[config.mk]
export PLATFORM = sky130hd
export DESIGN_NAME = ofd2_out_sched_flat
export DESIGN_NICKNAME = d
export VERILOG_FILES = /design/src/rtl/ofd2_out_sched_if.sv /design/src/rtl/ofd2_out_sched.sv /design/src/flat_wrapper.sv
export SDC_FILE = /design/constraint.sdc
export NUM_CORES = 1
export LEC_CHECK = 0
export CORE_UTILIZATION = 46
export DETAILED_ROUTE_END_ITERATION = 7
export PLACE_DENSITY = 0.85
export REMOVE_ABC_BUFFERS = 1
export SKIP_CTS_REPAIR_TIMING = 1
export SYNTH_ARGS = -nofsm -noshare
export SYNTH_HDL_FRONTEND = slang
export SYNTH_SLANG_ARGS = --single-unit
[constraint.sdc]
create_clock -name ck_i -period 1.85 [get_ports ck_i]
set_input_delay 0.4625 -clock ck_i [delete_from_list [all_inputs] [get_ports ck_i]]
set_output_delay 0.4625 -clock ck_i [all_outputs]
set_load 0.01 [all_outputs]
[src/rtl/ofd2_out_sched_if.sv]
// ofd2_out_sched_if: requester-side bus and ofd2 D0/D1 outputs of the round-robin scheduler
interface ofd2_out_sched_if #(
  parameter int NREQ = 4,
  parameter int IDW  = 2
);
  logic [NREQ-1:0]   req;
  logic [2*NREQ-1:0] dat;
  logic [NREQ-1:0]   ack;
  logic              d0;
  logic              d1;
  logic [IDW-1:0]    gnt_id;
  logic              busy;
  modport master (output req, dat, input ack, d0, d1, gnt_id, busy);
  modport slave  (input req, dat, output ack, d0, d1, gnt_id, busy);
endinterface

[src/rtl/ofd2_out_sched.sv]
// ofd2_out_sched: round-robin share of one ofd2 D0/D1 pair, HOLD cycles per word then GAP idle cycles
// Option: OFD2_SCHED_PARK_EN keeps the last word on D0/D1 through GAP and IDLE.
module ofd2_out_sched #(
  parameter int   NREQ  = 4,
  parameter int   IDW   = 2,
  parameter int   HOLD  = 2,
  parameter int   GAP   = 1,
  parameter logic IDLE0 = 1'b0,
  parameter logic IDLE1 = 1'b0
) (
  input  logic ck_i,
  input  logic rst_n_i,
  ofd2_out_sched_if.slave bus
);
  localparam int CW    = $clog2(((HOLD > GAP) ? HOLD : GAP) + 1);
  localparam int GAPM1 = (GAP > 0) ? GAP - 1 : 0;
`ifdef OFD2_SCHED_PARK_EN
  localparam bit PARK = 1'b1;
`else
  localparam bit PARK = 1'b0;
`endif
  typedef enum logic [1:0] {S_IDLE, S_DRIVE, S_GAP} state_t;
  state_t              state_q, state_d;
  logic [CW-1:0]       cnt_q, cnt_d;
  logic [IDW-1:0]      ptr_q, ptr_d, gnt_q, gnt_d, sel;
  logic [NREQ-1:0]     ack_q, ack_d;
  logic                d0_q, d0_d, d1_q, d1_d, found, arb;
  logic [IDW:0]        idx;
  logic [NREQ-1:0][1:0] word;
  assign word = bus.dat;
  // first requester at or after ptr, wrapping explicitly so any NREQ works
  always_comb begin
    found = 1'b0;
    sel   = '0;
    idx   = '0;
    for (int k = 0; k < NREQ; k++) begin
      idx = {1'b0, ptr_q} + (IDW+1)'(k);
      idx = (idx >= (IDW+1)'(NREQ)) ? idx - (IDW+1)'(NREQ) : idx;
      if (!found && bus.req[idx[IDW-1:0]]) begin
        found = 1'b1;
        sel   = idx[IDW-1:0];
      end
    end
  end
  always_comb begin
    state_d = state_q;
    cnt_d   = cnt_q;
    ptr_d   = ptr_q;
    gnt_d   = gnt_q;
    ack_d   = '0;
    d0_d    = d0_q;
    d1_d    = d1_q;
    arb     = 1'b0;
    case (state_q)
      S_DRIVE: begin
        if (cnt_q != '0) cnt_d = cnt_q - 1'b1;
        else if (GAP == 0) arb = 1'b1;
        else begin
          d0_d    = PARK ? d0_q : IDLE0;
          d1_d    = PARK ? d1_q : IDLE1;
          cnt_d   = CW'(GAPM1);
          state_d = S_GAP;
        end
      end
      S_GAP: begin
        if (cnt_q != '0) cnt_d = cnt_q - 1'b1;
        else arb = 1'b1;
      end
      default: arb = 1'b1;
    endcase
    if (arb) begin
      if (found) begin
        d0_d       = word[sel][0];
        d1_d       = word[sel][1];
        ack_d[sel] = 1'b1;
        gnt_d      = sel;
        ptr_d      = (sel == IDW'(NREQ-1)) ? '0 : sel + 1'b1;
        cnt_d      = CW'(HOLD-1);
        state_d    = S_DRIVE;
      end else begin
        d0_d    = PARK ? d0_q : IDLE0;
        d1_d    = PARK ? d1_q : IDLE1;
        state_d = S_IDLE;
      end
    end
  end
  always_ff @(posedge ck_i or negedge rst_n_i) begin
    if (!rst_n_i) begin
      state_q <= S_IDLE;
      cnt_q   <= '0;
      ptr_q   <= '0;
      gnt_q   <= '0;
      ack_q   <= '0;
      d0_q    <= IDLE0;
      d1_q    <= IDLE1;
    end else begin
      state_q <= state_d;
      cnt_q   <= cnt_d;
      ptr_q   <= ptr_d;
      gnt_q   <= gnt_d;
      ack_q   <= ack_d;
      d0_q    <= d0_d;
      d1_q    <= d1_d;
    end
  end
  assign bus.ack    = ack_q;
  assign bus.d0     = d0_q;
  assign bus.d1     = d1_q;
  assign bus.gnt_id = gnt_q;
  assign bus.busy   = (state_q != S_IDLE);
endmodule

[src/flat_wrapper.sv]
// flat-port wrapper written by rule: the top's interface ports become plain ports
module ofd2_out_sched_flat 
#(
  parameter int   NREQ  = 4,
  parameter int   IDW   = 2,
  parameter int   HOLD  = 2,
  parameter int   GAP   = 1,
  parameter logic IDLE0 = 1'b0,
  parameter logic IDLE1 = 1'b0
)
  (ck_i, rst_n_i, bus_req, bus_dat, bus_ack, bus_d0, bus_d1, bus_gnt_id, bus_busy);
  ofd2_out_sched_if #(.NREQ(NREQ), .IDW(IDW)) bus_i ();
  input  logic ck_i;
  input  logic rst_n_i;
  input wire logic [$bits(bus_i.req)-1:0] bus_req;
  input wire logic [$bits(bus_i.dat)-1:0] bus_dat;
  output wire logic [$bits(bus_i.ack)-1:0] bus_ack;
  output wire logic [$bits(bus_i.d0)-1:0] bus_d0;
  output wire logic [$bits(bus_i.d1)-1:0] bus_d1;
  output wire logic [$bits(bus_i.gnt_id)-1:0] bus_gnt_id;
  output wire logic [$bits(bus_i.busy)-1:0] bus_busy;
  assign bus_i.req = bus_req;
  assign bus_i.dat = bus_dat;
  assign bus_ack = bus_i.ack;
  assign bus_d0 = bus_i.d0;
  assign bus_d1 = bus_i.d1;
  assign bus_gnt_id = bus_i.gnt_id;
  assign bus_busy = bus_i.busy;
  ofd2_out_sched #(.NREQ(NREQ), .IDW(IDW), .HOLD(HOLD), .GAP(GAP), .IDLE0(IDLE0), .IDLE1(IDLE1)) u_core (.ck_i(ck_i), .rst_n_i(rst_n_i), .bus(bus_i));
endmodule
## Word level (Yosys, flattened, before mapping)

Index checks and enable logic that the tools add are counted.

- Output and inout bits: 9
- Register bits after elaboration: 14
- Word-level logic and storage cells: 86

- Magnitude comparators: 10
- Reduce and logical (&&, ||, !) cells: 12
- Eq/ne operators: 4
- Multiplexer cells: 44
- $add $sub $neg: 9

Operator list:

| operator | count |
|---|---|
| two-way mux 2 bit | 17 |
| two-way mux 1 bit | 17 |
| < comparator 2 x 3 -> 1 bit, second input constant | 5 |
| subtractor 2 x 1 -> 2 bit, second input constant | 5 |
| greater-or-equal comparator 3 bit, second input constant | 3 |
| binary-select mux 1 bit (select 2 bit) | 4 |
| two-way mux 4 bit | 2 |
| adder 2 x 2 -> 3 bit, second input constant | 2 |
| nonzero test 2 bit | 3 |
| binary-select mux 2 bit (select 2 bit) | 1 |
| == test 2 bit, second input constant | 2 |
| logical AND 1 bit | 4 |
| one-hot mux 2 bit (2 select lines) | 1 |
| AND reduction 2 bit | 2 |
| adder 2 x 1 -> 3 bit, second input constant | 1 |
| greater-or-equal comparator 2 x 3 -> 1 bit, second input constant | 1 |
| logical NOT 1 bit | 3 |
| adder 2 x 1 -> 2 bit, second input constant | 1 |
| demux 1 bit (select 2 bit) | 1 |
| == test 2 x 1 -> 1 bit, second input constant | 1 |
| greater-or-equal comparator 2 x 1 -> 1 bit, second input constant | 1 |
| inequality test 2 x 1 -> 1 bit, second input constant | 1 |
| one-hot mux 1 bit (2 select lines) | 1 |

## Logic depth before layout (Yosys ltp)

Gate-level depths: netlist of the first run.

- Depth after elaboration: 20
- Gate-level depth with buffers: 7
- Gate-level depth less buffers: 7

## Worst setup path before layout of the first run

Ideal clock, no wire load.

- Kind: input to register
- From: input port bus_req[3]
- To: register u_core.ptr_q[1]
- Arrival: 1.635 ns
- Path buffers: 0
- Setup slack: 0.091 ns
- Cell stages on the path: 5
- Cell sequence: nand2b_1 -> and2_1 -> o32a_1 -> ha_1 -> mux2_2

- Word-level cells in the longest chain between the ends: 14
- Elaborated cells on any way between the ends: 26
- Those cells by class: add/sub: 1; eq/ne: 1; mux: 17; reduce/logical: 7

RTL lines:

| what | RTL line | source |
|---|---|---|
| start, declared | flat_wrapper.sv:15 | `input wire logic [$bits(bus_i.req)-1:0] bus_req;` |
| binary-select mux 1 bit (select 2 bit) | ofd2_out_sched.sv:39 | `if (!found && bus.req[idx[IDW-1:0]]) begin` |
| two-way mux 1 bit (implied by the code) | ofd2_out_sched.sv:39 |  |
| two-way mux 1 bit | ofd2_out_sched.sv:39 |  |
| logical NOT 1 bit | ofd2_out_sched.sv:39 |  |
| logical AND 1 bit | ofd2_out_sched.sv:39 |  |
| two-way mux 1 bit | ofd2_out_sched.sv:39 |  |
| logical NOT 1 bit | ofd2_out_sched.sv:39 |  |
| logical AND 1 bit | ofd2_out_sched.sv:39 |  |
| two-way mux 1 bit | ofd2_out_sched.sv:39 |  |
| logical NOT 1 bit | ofd2_out_sched.sv:39 |  |
| logical AND 1 bit | ofd2_out_sched.sv:39 |  |
| two-way mux 2 bit (*) | ofd2_out_sched.sv:39 |  |
| net u_core.sel[1] | ofd2_out_sched.sv:25 | `logic [IDW-1:0] ptr_q, ptr_d, gnt_q, gnt_d, sel;` |
| adder 2 x 1 -> 2 bit or == test 2 bit (tied branches) | ofd2_out_sched.sv:77 | `ptr_d = (sel == IDW'(NREQ-1)) ? '0 : sel + 1'b1;` |
| two-way mux 2 bit (*) | ofd2_out_sched.sv:77 |  |
| end signal, assigned | ofd2_out_sched.sv:99 | `ptr_q <= ptr_d;` |
| end, declared | ofd2_out_sched.sv:25 |  |

The timed path passes the listed nets; every way through them passes the cells marked *. The select of a mux whose other input is x is not followed.
A chain may end at the register's enable or synchronous reset.

## Final worst setup path of the first run

- From: input port bus_req[2]
- To: register u_core.ptr_q[1]

The elaborated chain is that of the path after synthesis.

==> out/results.txt, run 1 <==
Hold violation count in the final report: 0. sky130_fd_sc_hd__dfrtp_1 is the most common cell in the netlist. The tools report the buffer cell driving the clock tree root as sky130_fd_sc_hd__clkbuf_4. Derived from the worst setup path, the maximum achievable clock frequency is 573 MHz. The final number of setup-violating endpoints was 0; the number of placement rows was 14.

The number of buffers added by the clock tree synthesis step was 3; the fraction of final layout cells with drive strength greater than 1 was 26.0%. The multi-input combinational cells in the finished layout cover a total of 468 um2. The number of buffers on the longest clock path was 2; the number of H-tree levels was 1. The total of flip-flops plus latches after synthesis is 14.

The worst setup path is launched from an input port. The fraction of power consumed by combinational cells is 58.8%, and the biggest fanout along the worst timing path is 3. For this block, the via count after detailed routing is 748. The number of enable flip-flop cells after synthesis is 0, and the CTS clock-pin slew for the worst setup and hold paths is 90 ps. The run gives 51.5% as the initial core utilization.

The pin count of the biggest net entering global routing came out at 15. The internal power is 1130 uW, and the synthesized area is 821 um2. Routability-driven placement finished with a final weighted congestion of 0.847. The average wire per cell in the routed design is 12.5 um. The DRC violations left was 1; the number of buffers inserted by port buffering was 22.

The clock network accounts for 12.1% of the total power. The required time at the endpoint of the critical path is 2020 ps, and the actual slew at the worst max-slew pin is 311 ps. The clock period could shrink to 1750 ps.

Once placement finished, the instance area stood at 1190 um2. The tools report the worst supply voltage drop on vdd as 0.932 mV. Growth of design area from synthesis to finish: 55.2%.

The run gives 1270 um2 as the final non-filler cell area. The tools report the I/O pin count as 23. The number of buffers and inverters on the critical path is 1, and the share of synthesized flip-flops with an asynchronous set or reset is 100%.

For this run, the share of the core covered by cells in the final layout is 79.9%. The cell depth of the worst flop-to-flop path was 6; the power per standard cell area was 1450 nW/um2. Traced cell by cell, the critical path runs through clkdlybuf4s50_1 > nand2b_1 > a21oi_2 > nor2_4 > ha_1 > mux2_2. CTS saw 14 sinks. Summed over all failing endpoints, the final setup total negative slack is 0 ps. The synthesis warning total was 0.

Among cell families on the critical path, the largest total delay comes from buffers and inverters. The worst setup path is captured at a flip-flop. The clock reaches the later pin of the worst-skew pair after 280 ps. In this run the mean area of a mapped cell was 9.89 um2. Across the run, the number of max-cap violations was 0.

In this run switching power makes up 38.7% of total power. After synthesis, the most frequently instantiated cells are sky130_fd_sc_hd__dfrtp_1, sky130_fd_sc_hd__nand2_1, sky130_fd_sc_hd__ha_1. The endpoint identified for the worst register-to-register timing path is u_core.ptr_q[1]$_DFFE_PN0P_. The core region is 1590 um2. After the first detailed-routing iteration, the DRC count stood at 11.

The logs give 0.000620 uW for the total leakage power and 27 for the number of distinct library cells after synthesis. The via count of the first global-routing pass came out at 753. After technology mapping, the gate count stands at 83. In the global route stage, overall resource usage came out at 22.3%. The first global-routing pass estimated 3200 um of wire. The routed design has 1890 um of wire. For the count of antenna diodes in the layout, the log shows 0. The hold slack is 478 ps. The total overflow left after global routing is 0. Setup repair after global routing left no endpoint under its margin. The reported net switching power came out at 713 uW. For the die area, the log shows 1960 um2. The checks that failed: design-rule violations. Ranked by total cell area, the synthesized netlist is headed by sky130_fd_sc_hd__dfrtp_1, sky130_fd_sc_hd__ha_1, sky130_fd_sc_hd__mux2i_1, sky130_fd_sc_hd__nand2_1, sky130_fd_sc_hd__and2_1. Setup slack on the worst reg-to-reg path comes out at 120 ps. Among all flip-flop cells after synthesis, the most frequent one is sky130_fd_sc_hd__dfrtp_1.

In this run the worst hold path is classified as in -> async. The fill cell total of the finished layout came out at 99. In this run the biggest area consumer among cell types represents 42.7% of the synthesized area. The completed layout was analyzed and its total power is 1840 uW. In this run the critical register-to-register path is launched from u_core.state_q[0]$_DFFE_PN0P_. The floorplan step set the die width to 44.2 um. For this run, the register share of the synthesized area comes to 42.7%. The period utilization came out at 94.3%. The critical path's slowest cell was sky130_fd_sc_hd__clkdlybuf4s50_1.

Registers are responsible for 29.1% of the overall power. The tools report the number of nets in the layout as 149. Using the TritonRoute via totals, the vias-per-cell ratio works out to 4.95.

In this run the vertical extent of the chip is 44.2 um. Detailed placement ended at an HPWL of 1500 um. The logs give 3.75 ps for the setup clock skew after layout and 350 um2 for the register cell area after layout. By startpoint and endpoint, the worst setup path is classified as in -> reg.

The logs give 0 for the number of antenna violations at the first check in global routing and 79.0% for the worst slew margin relative to its limit. For this run, the slowest stage of the critical path takes 520 ps. For the worst setup path, the data arrival time is 1920 ps. The max-slew violation count came out at 0. Top cell type by total area after synthesis: sky130_fd_sc_hd__dfrtp_1. The count of nets left with antenna violations once routing finished came out at 0. For the number of iterations in the first detailed-routing pass, the log shows 6. TritonCTS built the clock tree. The flow ran to the end, but the final reports show violations.
power by group through the flow:
stage                     Sequential [uW]  Combinational [uW]  Clock (uW)
after CTS                             530                1040         229
after detailed placement              532                1030           0
after global routing                  549                1210         237
final                                 536                1080         223
after floorplan                       552                 542           0
after global placement                525                 981           0
placed cells by master, fill, tap and decap left out:
cell	netlist	final
sky130_fd_sc_hd__mux2i_1	5	5
sky130_fd_sc_hd__nor3b_1	1	1
sky130_fd_sc_hd__o21ai_0	2	2
sky130_fd_sc_hd__nand2b_1	3	2
sky130_fd_sc_hd__o32a_1	1	1
sky130_fd_sc_hd__nor2_1	6	6
sky130_fd_sc_hd__dlymetal6s2s_1	0	4
sky130_fd_sc_hd__dfrtp_1	14	14
sky130_fd_sc_hd__mux2_2	1	1
sky130_fd_sc_hd__nor4_2	1	1
sky130_fd_sc_hd__nor2_4	2	2
sky130_fd_sc_hd__nand2_1	11	11
sky130_fd_sc_hd__o211ai_1	2	2
sky130_fd_sc_hd__a21oi_2	0	2
sky130_fd_sc_hd__o21a_1	1	1
sky130_fd_sc_hd__nand2_2	1	1
sky130_fd_sc_hd__clkbuf_4	0	3
sky130_fd_sc_hd__buf_4	0	18
sky130_fd_sc_hd__inv_1	5	5
sky130_fd_sc_hd__o21ai_1	2	2
sky130_fd_sc_hd__nor2b_1	1	1
sky130_fd_sc_hd__a21oi_1	3	1
sky130_fd_sc_hd__clkdlybuf4s50_1	0	18
sky130_fd_sc_hd__o2bb2ai_2	0	1
sky130_fd_sc_hd__clkinv_2	1	1
sky130_fd_sc_hd__o221ai_1	2	2
sky130_fd_sc_hd__nor4_1	1	1
sky130_fd_sc_hd__a32o_1	1	1
sky130_fd_sc_hd__and2_1	6	6
sky130_fd_sc_hd__nand2b_4	0	1
sky130_fd_sc_hd__clkbuf_8	0	1
sky130_fd_sc_hd__nor2_2	1	1
sky130_fd_sc_hd__o22ai_1	1	1
sky130_fd_sc_hd__ha_1	7	7
area by class of cell:
cell class	count	share of cell area, %
Sequential cell	14	27.5
Timing Repair Buffer	40	28.7
Inverter	6	1.87
Multi-Input combinational cell	63	36.7
Tap cell	24	2.36
Clock buffer	4	2.85
through the flow:
stage	setup slack, ps	instances
after floorplan	90.6	83
after global placement	-310	145
after detailed placement	-384	145
after CTS	-165	149
after global routing	55.5	151
final	105	151
flip-flops by register name, indices dropped and copies added, names as in the netlist:
name and cells:
u_core.bus.d1 1, u_core.state_q 2, u_core.cnt_q 2, u_core.ptr_q 2, u_core.bus.d0 1, u_core.bus.gnt_id 2
u_core.bus.ack 4
metal layers:
layer / vias to the layer above / track usage (%) / routed length, um
li1: 373 / - / -
met1: 356 / 27.3 / 813
met2: 17 / 40.6 / 1020
met3: 2 / 2.45 / 49
met4: 0 / 7.27 / 12
met5: - / 0 / 0
cells by family (layout without fill, tap and decap cells):
family                   Yosys count  in the layout  share of synthesized area [%]
AND/OR/NAND/NOR                   34             34                           22.9
AO/OA/AOI/OAI                     16             16                           13.4
flip-flops                        14             14                           42.7
adder cells (fa/ha/maj)            7              7                           10.7
multiplexers                       6              6                           7.47
buffers and inverters              6             50                           2.90
how the worst max path moves through the flow:
| stage | from | end | slack, ps | depth (start not counted) |
|---|---|---|---|---|
| 3_3_place_gp | bus_req[3] | u_core.ptr_q[1]$_DFFE_PN0P_ | -310 | 6 |
| 4_1_cts | u_core.state_q[0]$_DFFE_PN0P_ | bus_busy | -170 | 4 |
| 3_5_place_dp | bus_req[3] | u_core.ptr_q[1]$_DFFE_PN0P_ | -380 | 6 |
| 5_1_grt | u_core.state_q[0]$_DFFE_PN0P_ | u_core.ptr_q[1]$_DFFE_PN0P_ | 60 | 6 |
| 6_report | bus_req[2] | u_core.ptr_q[1]$_DFFE_PN0P_ | 100 | 6 |
| 2_1_floorplan | bus_req[3] | u_core.ptr_q[1]$_DFFE_PN0P_ | 90 | 5 |
worst register-to-register path, cell delays in order (launching register included):
cell and delay [ps]:
sky130_fd_sc_hd__dfrtp_1 420, sky130_fd_sc_hd__buf_4 150, sky130_fd_sc_hd__ha_1 220, sky130_fd_sc_hd__nor2_1 190
sky130_fd_sc_hd__a21oi_2 100, sky130_fd_sc_hd__nor2_4 190, sky130_fd_sc_hd__mux2_2 360
No activity file was read; power rests on OpenSTA's default activity.
==> run 2: changes to the inputs <==
--- a/config.mk
+++ b/config.mk
@@ -5,9 +5,9 @@
 export SDC_FILE = /design/constraint.sdc
 export NUM_CORES = 1
 export LEC_CHECK = 0
-export CORE_UTILIZATION = 46
+export CORE_UTILIZATION = 49
 export DETAILED_ROUTE_END_ITERATION = 7
-export PLACE_DENSITY = 0.85
+export PLACE_DENSITY = 0.9
 export REMOVE_ABC_BUFFERS = 1
 export SKIP_CTS_REPAIR_TIMING = 1
 export SYNTH_ARGS = -nofsm -noshare
==> constraint.sdc (replaced) <==
create_clock -name ck_i -period 2.15 [get_ports ck_i]
set_input_delay 0.5375 -clock ck_i [delete_from_list [all_inputs] [get_ports ck_i]]
set_output_delay 0.5375 -clock ck_i [all_outputs]
set_load 0.01 [all_outputs]
==> run 2 against run 1 <==
  * The flow now finishes without violations
  * Highest routed layer unchanged
  * Final area fell by 7.8%
  * Sequential power is 15% lower
  * Cell count down 11%
  * Core utilization fell by 3.7 points
  * Power decreased by 19%
  * Worst hold slack gained 38 ps
  * Clock power fell by 11%
  * Largest power group unchanged
  * Setup slack better by 68 ps
  * Die area decreased by 5.9%
  * Clock skew fell by 2.4 ps
==> out/results.txt, run 2 (synthesis results as in run 1) <==
The flow ran to the end, and the final reports show no timing, DRC or antenna violations. After detailed routing, the average wire length per cell comes to 14.5 um. After routing the design area is 1170 um2. In the layout the commonest cells are sky130_fd_sc_hd__clkdlybuf4s50_1, sky130_fd_sc_hd__dfrtp_1, sky130_fd_sc_hd__nand2_1, sky130_fd_sc_hd__buf_4, sky130_fd_sc_hd__ha_1.

The first detailed-routing pass ran for 2 iterations. The run gives 600 uW as the reported net switching power. 23 I/O pins were placed. From bottom edge to top edge, the die measures 42.9 um.

Across all layers, the routed design uses 731 vias. Global routing consumed, over all layers together, 25.0% of the routing resources. The growth of design area from synthesis to finish came out at 43.1%.

The die is 42.9 um wide. At the placement stage, the worst setup path has a slack of -132 ps. TritonCTS built the clock tree. The HPWL after detailed placement is 1540 um.

The fraction of power consumed by combinational cells was 56.3%; the switching share of power was 40.0%. After detailed placement, the total cell area comes to 1130 um2. The worst setup path is of the in -> reg kind. The final number of setup-violating endpoints is 0. The tools report the number of placement rows as 14. Startpoint kind of the worst setup timing path: an input port.

Summed over all cells, the static leakage comes to 0.000546 uW. Buffers inserted during clock tree synthesis total 3. The biggest fanout along the worst timing path was 2; the worst supply voltage drop on vdd was 0.762 mV. The clock net in this run drives a total of 14 sinks. Static timing analysis puts the maximum clock frequency at 506 MHz. The worst setup path is captured at a flip-flop. Routability-driven placement finished with a final weighted congestion of 0.834. The tools report the total grt overflow as 0.

The internal portion of the total power is 899 uW. The number of buffers on the longest clock path is 2. Cells fill 76.2% of the core in the end.

The logs give 53.2% for the initial core utilization and 777 for the via count of the first global-routing pass. 0 antenna diodes ended up in the layout. The total routed wirelength was 1960 um; the shortest period the worst path allows was 1980 ps. The library cell used most frequently in the layout, excluding fill and tap cells, is sky130_fd_sc_hd__clkdlybuf4s50_1. The worst slew margin relative to its limit is 57.0%, and the final worst-path setup slack is 172 ps. The run gives 0 as the hold violation count in the final report. At the pin with the least slew margin, the transition time is 642 ps. Across the run, the number of max-cap violations was 0.

Using the TritonRoute via totals, the vias-per-cell ratio works out to 5.41. The total negative slack is 0 ps, and the die area is 1840 um2. The pin count of the biggest net entering global routing came out at 15. For the fill cell total of the finished layout, the log shows 117.

The number of buffers inserted by port buffering is 22, and the max-slew violation count is 0. The fraction of final layout cells with drive strength greater than 1 is 17.6%. The tools report the post-detailed-route count of antenna-violating nets as 0.

Data on the critical path is required at its endpoint by 2340 ps. The initial detailed-routing violation count was 3. The number of antenna violations at the first check in global routing was 0. Setup repair after global routing left no endpoint under its margin. After clock tree synthesis, the clock-pin slew on the worst setup and hold paths is 90 ps. The first global-routing pass estimated 3310 um of wire. Power spread over the standard cell area amounts to 1280 nW/um2. The final critical path takes up 92.0% of the cycle. Class of the tightest hold or removal check: reg -> reg. Across the routed clock network, the largest skew measured is 1.39 ps. The register with the most flip-flops in the layout has 4 of them. The tree is rooted in a sky130_fd_sc_hd__clkbuf_4. The clock group share of total power is 13.3%.

The region available for standard cell placement spans 1540 um2. The run gives 30.4% as the sequential share of power. The tools report the latest clock arrival within the worst-skew pair as 290 ps. The tools report the number of H-tree levels as 1.

For this run, the post-layout net count is 141. The endpoint arrival time on the critical path is 2160 ps. For this run, design rule violations remaining after detail routing come to 0.
==> run 2: critical path, cell delays in order <==
cell and delay [ps]:
sky130_fd_sc_hd__clkdlybuf4s50_1 410, sky130_fd_sc_hd__nand2b_1 170, sky130_fd_sc_hd__and2_1 160, sky130_fd_sc_hd__o32a_1 350
sky130_fd_sc_hd__ha_1 270, sky130_fd_sc_hd__mux2_2 260
==> run 2: power by group through the flow <==
stage	Clock [uW]	Sequential (uW)	Combinational (uW)
floorplan	0	475	466
global placement	0	452	784
detailed placement	0	455	830
CTS	198	452	837
global route	217	469	925
finish	199	456	844
==> run 2: metrics by stage <==
step | hold WS, ps | instances | power, uW
detailed placement | 478 | 130 | 1290
finish | 516 | 135 | 1500
floorplan | 242 | 83 | 941
global route | 567 | 135 | 1610
global placement | 485 | 130 | 1240
CTS | 508 | 134 | 1490
==> run 2: final cells by class <==
class	count	area [um2]	area share (%)
sequential	14	350	29.8
timing repair buffer	32	298	25.3
inverter	6	23.8	2.02
multi-input combinational	63	447	38.0
clock buffer	4	36.3	3.09
tap	16	20.0	1.70
==> run 2: path summary, 6_finish.rpt <==
kind	startpoint	end	cells past startpoint	slack (ps)
setup / recovery	bus_req[3]	u_core.ptr_q[1]$_DFFE_PN0P_	6	170
hold / removal	u_core.bus.d1$_DFFE_PN0P_	u_core.bus.d1$_DFFE_PN0P_	2	520
setup reg to reg	u_core.state_q[0]$_DFFE_PN0P_	u_core.ptr_q[1]$_DFFE_PN0P_	6	340
hold reg to reg	u_core.bus.d1$_DFFE_PN0P_	u_core.bus.d1$_DFFE_PN0P_	2	520
max in group asynchronous	rst_n_i	u_core.state_q[0]$_DFFE_PN0P_	1	1110
min in group asynchronous	rst_n_i	u_core.ptr_q[1]$_DFFE_PN0P_	1	630
==> run 2: per-layer routing <==
metal | track usage [%] | wire length (um) | part of all wire, %
met3 | 6.81 | 53 | 2.7
met5 | 0 | 0 | 0
met2 | 43.6 | 1060 | 54
met4 | 12.5 | 25 | 1.3
met1 | 27.2 | 820 | 42
==> run 3: changes to the inputs <==
--- a/config.mk
+++ b/config.mk
@@ -5,6 +5,7 @@
 export SDC_FILE = /design/constraint.sdc
 export NUM_CORES = 1
 export LEC_CHECK = 0
+export CORE_MARGIN = 4
 export CORE_UTILIZATION = 49
 export DETAILED_ROUTE_END_ITERATION = 7
 export PLACE_DENSITY = 0.9
==> run 3 against run 2 <==
  * Clock power fell by 27%
  * Sequential cell count unchanged
  * Clock skew grew 5.5 ps
  * Power shrank 4.3%
  * Setup slack got worse by 41 ps
  * Via count is 0.14% lower
  * Core utilization fell by 0.57 points
  * Critical endpoint is now bus_busy
  * Largest power group unchanged
  * Highest routed layer unchanged
==> out/results.txt, run 3 (synthesis results as in run 1) <==
The run finished with clean final reports. The clock net in this run drives a total of 14 sinks. Leaving out fill and tap cells, the most frequent cells in the layout are sky130_fd_sc_hd__clkdlybuf4s50_1, sky130_fd_sc_hd__dfrtp_1, sky130_fd_sc_hd__nand2_1, sky130_fd_sc_hd__buf_4, sky130_fd_sc_hd__ha_1.

The final worst-path setup slack is 131 ps, and the initial core utilization is 53.2%. The tools report the die area as 2390 um2. The via count of the first global-routing pass was 760; the vertical extent of the die was 48.9 um. Setup repair after global routing left no endpoint under its margin. The run gives 0 as the max-slew violation count. At the pin with the least slew margin, the transition time is 608 ps. The first detailed-routing pass took 4 iterations.

The biggest fanout along the worst timing path came out at 3. The design draws 1440 uW. Routability-driven placement finished with a final weighted congestion of 0.804. The tools report the startpoint kind of the worst setup timing path as a flip-flop. The leading cell type in the layout, fill and taps excluded is sky130_fd_sc_hd__clkdlybuf4s50_1. Number of buffers on the longest clock path: 2. In this run the worst hold path is classified as reg -> reg. The critical path goes through inv_1 > ha_1 > inv_1 > clkdlybuf4s50_1.

Timing would allow up to 495 MHz. The number of clock buffers added by TritonCTS is 3. The worst slack at placement was -109 ps; the total grt overflow was 0.

The analysis attributes to cell leakage a power of 0.000538 uW. The max-capacitance violation count is 0. The DRC violations left was 0. The growth of design area from synthesis to finish works out to 42.1%. Cells with a size suffix above 1 make up 17.6% of the layout. Clock latency on the worst-skew pair, taken at its later pin, is 280 ps.

After floorplanning, the core was divided into 14 placement rows. Global-route wire length before repair: 3110 um. The final layout contains 142 nets.

The number of H-tree levels was 1; the number of buffers inserted by port buffering was 22. Data on the critical path is required at its endpoint by 1610 ps. The placeable core region came out at 1540 um2.

The shortest period the worst path allows works out to 2020 ps. The count of antenna diodes in the layout was 0. The period utilization came out at 93.9%.

After detailed routing, no signal wire sits above met4. Detailed routing placed a total of 905 um of wire on met2. The die is 48.9 um wide. The hold violation count in the final report came out at 0. The power per standard cell area is 1230 nW/um2. The critical path's slowest cell is sky130_fd_sc_hd__clkdlybuf4s50_1. 23 I/O pins were placed. For the via count, the log shows 730. In this design, the critical path's most frequently occurring cell is sky130_fd_sc_hd__inv_1. The endpoint arrival time on the critical path is 1480 ps, and the global-route total usage across every layer is 16.2%.

For the initial detailed-routing violation count, the log shows 15. The total routed wirelength came out at 1770 um. After detailed routing, the wire length on met1 is 758 um. For the number of antenna violations at the first check in global routing, the log shows 0.

Cells fill 75.6% of the core in the end. The worst slew margin relative to its limit is 59.4%, and the post-detailed-route count of antenna-violating nets is 0. In this design, the stage delay of the slowest critical-path cell is 520 ps. Using the TritonRoute via totals, the vias-per-cell ratio works out to 5.41. The post-detailed-placement half-perimeter wirelength was 1480 um.

Entering global routing, the biggest net connects 15 pins. The run gives 100 um as the met3 routed wirelength. After detailed routing, the average wire length per cell comes to 13.1 um.

The category of the most critical setup path was reg -> out. The tree is rooted in a sky130_fd_sc_hd__clkbuf_4. Critical path capture point type: a primary output. The run gives 0 as the final number of setup-violating endpoints.

TritonCTS built the clock tree. The flip-flop count of the largest register, all copies and words added is 4, and the worst supply voltage drop on vdd is 0.758 mV. Clock-pin slew was measured on the worst setup and hold paths at 80 ps.

For the setup clock skew after layout, the log shows 6.90 ps.
==> run 3: layer usage <==
| metal | vias up | GRT usage [%] |
|---|---|---|
| met5 | - | 0 |
| met4 | 0 | 5.38 |
| met3 | 2 | 1.83 |
| met2 | 26 | 29.8 |
| met1 | 341 | 19.1 |
| li1 | 361 | - |
==> run 3: final timing paths <==
check                                              startpoint                     endpoint  slack (ps)  depth (start not counted)
max in group asynchronous                             rst_n_i  u_core.bus.ack[0]$_DFF_PN0_        1110                          1
worst max register to register  u_core.state_q[0]$_DFFE_PN0P_  u_core.ptr_q[1]$_DFFE_PN0P_         400                          6
worst min register to register      u_core.bus.d0$_DFFE_PN0P_    u_core.bus.d0$_DFFE_PN0P_         510                          2
worst max-delay path            u_core.state_q[0]$_DFFE_PN0P_                     bus_busy         130                          4
min in group asynchronous                             rst_n_i    u_core.bus.d1$_DFFE_PN0P_         640                          1
worst min-delay path                u_core.bus.d0$_DFFE_PN0P_    u_core.bus.d0$_DFFE_PN0P_         510                          2
==> run 3: stage by stage <==
stage	TNS, ps	hold WS, ps	area, um2	instances
detailed placement	-255	483	1140	131
global placement	-85.7	482	1140	131
CTS	0	507	1160	134
finish	0	508	1170	135
global route	0	538	1170	135
floorplan	0	242	821	83
==> run 3: cell type report <==
type	instances	area, um2
timing repair buffer	33	303
sequential	14	350
tap	16	20.0
multi-input combinational	63	447
fill	125	375
clock buffer	3	22.5
inverter	6	23.8
==> run 3: critical path: cells and delay by family, from the launching register on <==
family	cells	cell delay, ps
flip-flops	1	380
adder cells (fa/ha/maj)	1	190
buffers and inverters	3	640
==> run 3: report_power, final <==
| part | leakage (uW) | switching, uW | internal (uW) |
|---|---|---|---|
| clock network | 0.0000138 | 79.8 | 64.8 |
| registers | 0.000175 | 74.4 | 375 |
| logic | 0.000349 | 410 | 431 |
| total | 0.000538 | 565 | 871 |
